## src/rtl/ll_free_list.sv

```systemverilog
// ll_free_list: free-slot pointer queue for the shared linked-list FIFO.
// Optional macro FREE_LIST_BYPASS_EN: allocate the slot being freed while empty.
module ll_free_list #(
    parameter int DEPTH     = 4,
    parameter int PTR_WIDTH = $clog2(DEPTH)
) (
    input  logic                 clk,
    input  logic                 rst,
    input  logic                 alloc,
    input  logic                 free,
    input  logic [PTR_WIDTH-1:0] free_ptr,
    output logic [PTR_WIDTH-1:0] alloc_ptr,
    output logic                 empty,
    output logic                 full,
    output logic [PTR_WIDTH:0]   count,
    output logic                 err_underflow,
    output logic                 err_overflow
);

    localparam logic [PTR_WIDTH:0] DEPTH_CNT = (PTR_WIDTH+1)'(DEPTH);
    localparam logic [PTR_WIDTH:0] ONE       = (PTR_WIDTH+1)'(1);

    logic [PTR_WIDTH-1:0] mem_q [DEPTH];
    logic [PTR_WIDTH-1:0] mem_d [DEPTH];
    logic [PTR_WIDTH:0]   rd_ptr_q, rd_ptr_d;
    logic [PTR_WIDTH:0]   wr_ptr_q, wr_ptr_d;
    logic                 err_underflow_q, err_underflow_d;
    logic                 err_overflow_q, err_overflow_d;

    logic bypass;
    logic alloc_ok;
    logic free_ok;

    assign count = wr_ptr_q - rd_ptr_q;
    assign empty = (count == '0);
    assign full  = (count == DEPTH_CNT);

`ifdef FREE_LIST_BYPASS_EN
    assign bypass = alloc && free && empty;
`else
    assign bypass = 1'b0;
`endif

    assign alloc_ok = alloc && !empty;
    // A free into a full list is fine when the same edge also allocates.
    assign free_ok  = free && (!full || alloc_ok) && !bypass;

    assign alloc_ptr = bypass ? free_ptr : mem_q[rd_ptr_q[PTR_WIDTH-1:0]];

    assign err_underflow = err_underflow_q;
    assign err_overflow  = err_overflow_q;

    always_comb begin
        mem_d           = mem_q;
        rd_ptr_d        = rd_ptr_q;
        wr_ptr_d        = wr_ptr_q;
        err_underflow_d = err_underflow_q;
        err_overflow_d  = err_overflow_q;
        if (alloc_ok) begin
            rd_ptr_d = rd_ptr_q + ONE;
        end
        if (free_ok) begin
            mem_d[wr_ptr_q[PTR_WIDTH-1:0]] = free_ptr;
            wr_ptr_d = wr_ptr_q + ONE;
        end
        if (alloc && empty && !bypass) begin
            err_underflow_d = 1'b1;
        end
        if (free && full && !alloc_ok) begin
            err_overflow_d = 1'b1;
        end
    end

    always_ff @(posedge clk) begin
        if (rst) begin
            for (int i = 0; i < DEPTH; i++) begin
                mem_q[i] <= PTR_WIDTH'(i);
            end
            rd_ptr_q        <= '0;
            wr_ptr_q        <= DEPTH_CNT;
            err_underflow_q <= 1'b0;
            err_overflow_q  <= 1'b0;
        end else begin
            mem_q           <= mem_d;
            rd_ptr_q        <= rd_ptr_d;
            wr_ptr_q        <= wr_ptr_d;
            err_underflow_q <= err_underflow_d;
            err_overflow_q  <= err_overflow_d;
        end
    end

`ifdef FORMAL
    always @(posedge clk) begin
        if (!rst) begin
            assert (count <= DEPTH_CNT);
        end
    end
`endif

endmodule

```

## config.mk

```make
export PLATFORM = sky130hd
export DESIGN_NAME = ll_free_list
export DESIGN_NICKNAME = d
export VERILOG_FILES = /design/src/rtl/ll_free_list.sv
export SDC_FILE = /design/constraint.sdc
export NUM_CORES = 1
export LEC_CHECK = 0
export ABC_AREA = 1
export BUFFER_PORTS_ARGS = -buffer_cell sky130_fd_sc_hd__buf_2
export CAP_MARGIN = 20
export CORE_UTILIZATION = 45
export DETAILED_ROUTE_END_ITERATION = 10
export PLACE_DENSITY = 0.68
export SYNTH_ARGS = -nofsm -noshare
export SYNTH_HDL_FRONTEND = slang
export SYNTH_SLANG_ARGS = --single-unit
```

## constraint.sdc

```tcl
create_clock -name clk -period 4.35 [get_ports clk]
set_input_delay 0.435 -clock clk [delete_from_list [all_inputs] [get_ports clk]]
set_output_delay 0.435 -clock clk [all_outputs]
set_load 0.02 [all_outputs]
```

==> flow_metrics.env <==
export IMPL_status="finished, final reports clean"
export IMPL_slew_headroom_pct=70.12
export IMPL_n_antenna_cell=0
export IMPL_dp_slack_ps=2206
export IMPL_stdcell_count=170
export IMPL_synth_edff_count=0
export IMPL_nets=157
export IMPL_ctsResizeCount=0
export IMPL_num_rows=16
export IMPL_setup_slack_ps=1879
export IMPL_leakage_nw=0.5498
export IMPL_core_area_sq_um=1962
export IMPL_grt_pass1_wl_mm=2.822
export IMPL_dp_hpwl_mm=1.389
export IMPL_cts_buffer_depth=2
export IMPL_synth_top_cell_area_share_pct=34.36
export IMPL_fin_tns_setup_ps=0
export IMPL_power_density_nw_per_um2=496.0
export IMPL_cp_end_kind="primary output"
export IMPL_drt_first_pass_iters=4
export IMPL_drv_slew=0
export IMPL_crit_type="flop to primary output"
export IMPL_maxCapViolCount=0
export IMPL_slowest_delay_ps=490
export IMPL_fmax_mhz=404.7
export IMPL_syn_to_final_growth_pct=13.02
export IMPL_cts_sinks=16
export IMPL_async_reset_ff_share_pct=0
export IMPL_min_path_type="input port to flop"
export IMPL_gp_congestion=0.7681
export IMPL_ir_drop_mv=0.2418
export IMPL_grt_max_degree=16
export IMPL_synthTopCellsByArea="dfxtp_1, inv_1, ha_1"
export IMPL_postSynthAreaPerCell_sq_um=7.282
export IMPL_synth_top_area_cell="dfxtp_1"
export IMPL_clkLatencyLatePin_ps=290
export IMPL_worstMarginPinSlew_ps=447.6
export IMPL_start_kind="flop"
export IMPL_initial_core_util_pct=47.51
export IMPL_fill_cells=210
export IMPL_wire_per_inst_um=10.34
export IMPL_netlist_area_sq_um=932.1
export IMPL_postRouteAntennaNets=0
export IMPL_crit_top_cell="inv_1"
export IMPL_cts_hold_fix_buffers=0
export IMPL_clock_skew_ps=3.775
export IMPL_rsz0062_at_grt="no"
export IMPL_synthesis_nets=141
export IMPL_die_width_um=47.51
export IMPL_grt_antenna_before_repair=0
export IMPL_routed_wl_mm=1.758
export IMPL_register_area_sq_um=320.3
export IMPL_dieArea_sq_um=2257
export IMPL_drive_above_1_share_pct=20.28
export IMPL_htree_levels=1
export IMPL_routed_via_density=5.006
export IMPL_ys_top_cells_by_count="inv_1, nand2_1, dfxtp_1, nand3_1, nor2_1"
export IMPL_io_pins=15
export IMPL_post_cts_buffers=0
export IMPL_critical_path_slowest_cell="fa_1"
export IMPL_cts_buffers=3
export IMPL_vias=851
export IMPL_finalCritPeriodShare_pct=56.81
export IMPL_syn_inst=128
export IMPL_synth_flop_cell="dfxtp_1"
export IMPL_setup_viol=0
export IMPL_fin_crit_ps=2471
export IMPL_synth_most_common_cell="inv_1"
export IMPL_path_cells="inv_1 -> ha_1 -> fa_1 -> nand2_1 -> inv_1 -> nand3_1 -> inv_1 -> buf_2"
export IMPL_drc_errors=0
export IMPL_synth_cell_types=21
export IMPL_drt_iter0_drc=16
export IMPL_dp_cells=166
export IMPL_die_h_um=47.51
export IMPL_crit_fanout=4
export IMPL_clk_pin_slew_worst_paths_ps=90
export IMPL_ys_seq_elements=16
export IMPL_cts_tree="done"
export IMPL_seq_area_frac_synth_pct=34.36
export IMPL_final_hold_viol_count=0
export IMPL_grt_pass1_vias=657
export IMPL_critical_path_required_ps=3910
export IMPL_multi_input_area_sq_um=495.5
export IMPL_clockRootBuffer="clkbuf_4"
export IMPL_crit_arrival_ps=2040
export IMPL_grt_use_total_pct=17.79
export IMPL_yosys_warnings=0
export IMPL_buffer_ports_inserted=14
export IMPL_grt_overflow=0
## routing by layer
| layer | track usage [%] | vias to the layer above | wire (um) |
|---|---|---|---|
| met2 | 27.67 | 17 | 839 |
| li1 | - | 443 | - |
| met1 | 23.53 | 389 | 844 |
| met5 | 0 | - | 0 |
| met4 | 3.429 | 0 | 12 |
| met3 | 6.792 | 2 | 61 |
## layout by cell type (no fill, tap or decap), drive strengths merged
master  netlist  final
fa            1      1
a21oi         8      8
o21a          1      1
xor2          1      1
o21ai         9      9
nand3        14     14
clkbuf        2      4
nor2         11     11
nand2        24     24
inv          26     26
ha            6      6
nand4         8      8
buf           1     14
dfxtp        16     16
## where the power goes
part / switching [W] / internal, W / total, W
Clock: 0.0000459 / 0.0000510 / 0.0000968
Combinational: 0.000159 / 0.0000821 / 0.000241
Sequential: 0.0000174 / 0.000168 / 0.000185
Total: 0.000222 / 0.000301 / 0.000522
## flip-flops by register name (all words and copies together), names as in the netlist
| signal | count |
|---|---|
| err_underflow | 1 |
| wr_ptr_q | 3 |
| err_overflow | 1 |
| rd_ptr_q | 3 |
| mem_q | 8 |
## worst max-delay path: cells and delay by family, from the launching register on
kind	cells	cell delay, ps
DFF	1	390
adders and majority gates	2	690
buffers and inverters	4	440
and+or+nand+nor	2	220
## cell families after synthesis
| kind of cell | count (synthesis) | synth area share (%) |
|---|---|---|
| DFF | 16 | 34.36 |
| adders and majority gates | 7 | 10.20 |
| AOI/OAI and AO/OA | 18 | 9.933 |
| xor gates and xnor gates | 1 | 0.9398 |
| and+or+nand+nor | 57 | 32.08 |
| buffers and inverters | 29 | 12.48 |
## path summary, 6_finish.rpt
| path | startpoint | cells after the start | endpoint | slack (ps) |
|---|---|---|---|---|
| worst max-delay path | wr_ptr_q[0]$_SDFFE_PP0P_ | 8 | empty | 1880 |
| worst min-delay path | rst | 2 | err_overflow$_SDFFE_PP0P_ | 310 |
| worst max register to register | wr_ptr_q[0]$_SDFFE_PP0P_ | 10 | wr_ptr_q[2]$_SDFFE_PP1P_ | 2310 |
| worst min register to register | err_overflow$_SDFFE_PP0P_ | 2 | err_overflow$_SDFFE_PP0P_ | 450 |
## area by class of cell
cell class / instances / share of cell area, %
multi-input cells: 83 / 47.03
flip-flops and latches: 16 / 30.40
inverters: 26 / 9.264
repair buffers: 14 / 6.651
clock buffers: 4 / 3.444
well taps: 27 / 3.207
## per-stage QoR
| step | utilization (%) | hold slack [ps] | power (W) | cell area [sq um] |
|---|---|---|---|---|
| 5_1_grt | 53.70 | 294.2 | 0.0005678 | 1054 |
| 3_3_place_gp | 51.85 | 430.0 | 0.0004261 | 1017 |
| 2_1_floorplan | - | 423.6 | 0.0003747 | 932.1 |
| 3_5_place_dp | 51.85 | 441.7 | 0.0004296 | 1017 |
| 4_1_cts | 53.70 | 309.7 | 0.0005281 | 1054 |
| 6_report | 53.70 | 313.2 | 0.0005225 | 1054 |
No activity file was read; power rests on OpenSTA's default activity.
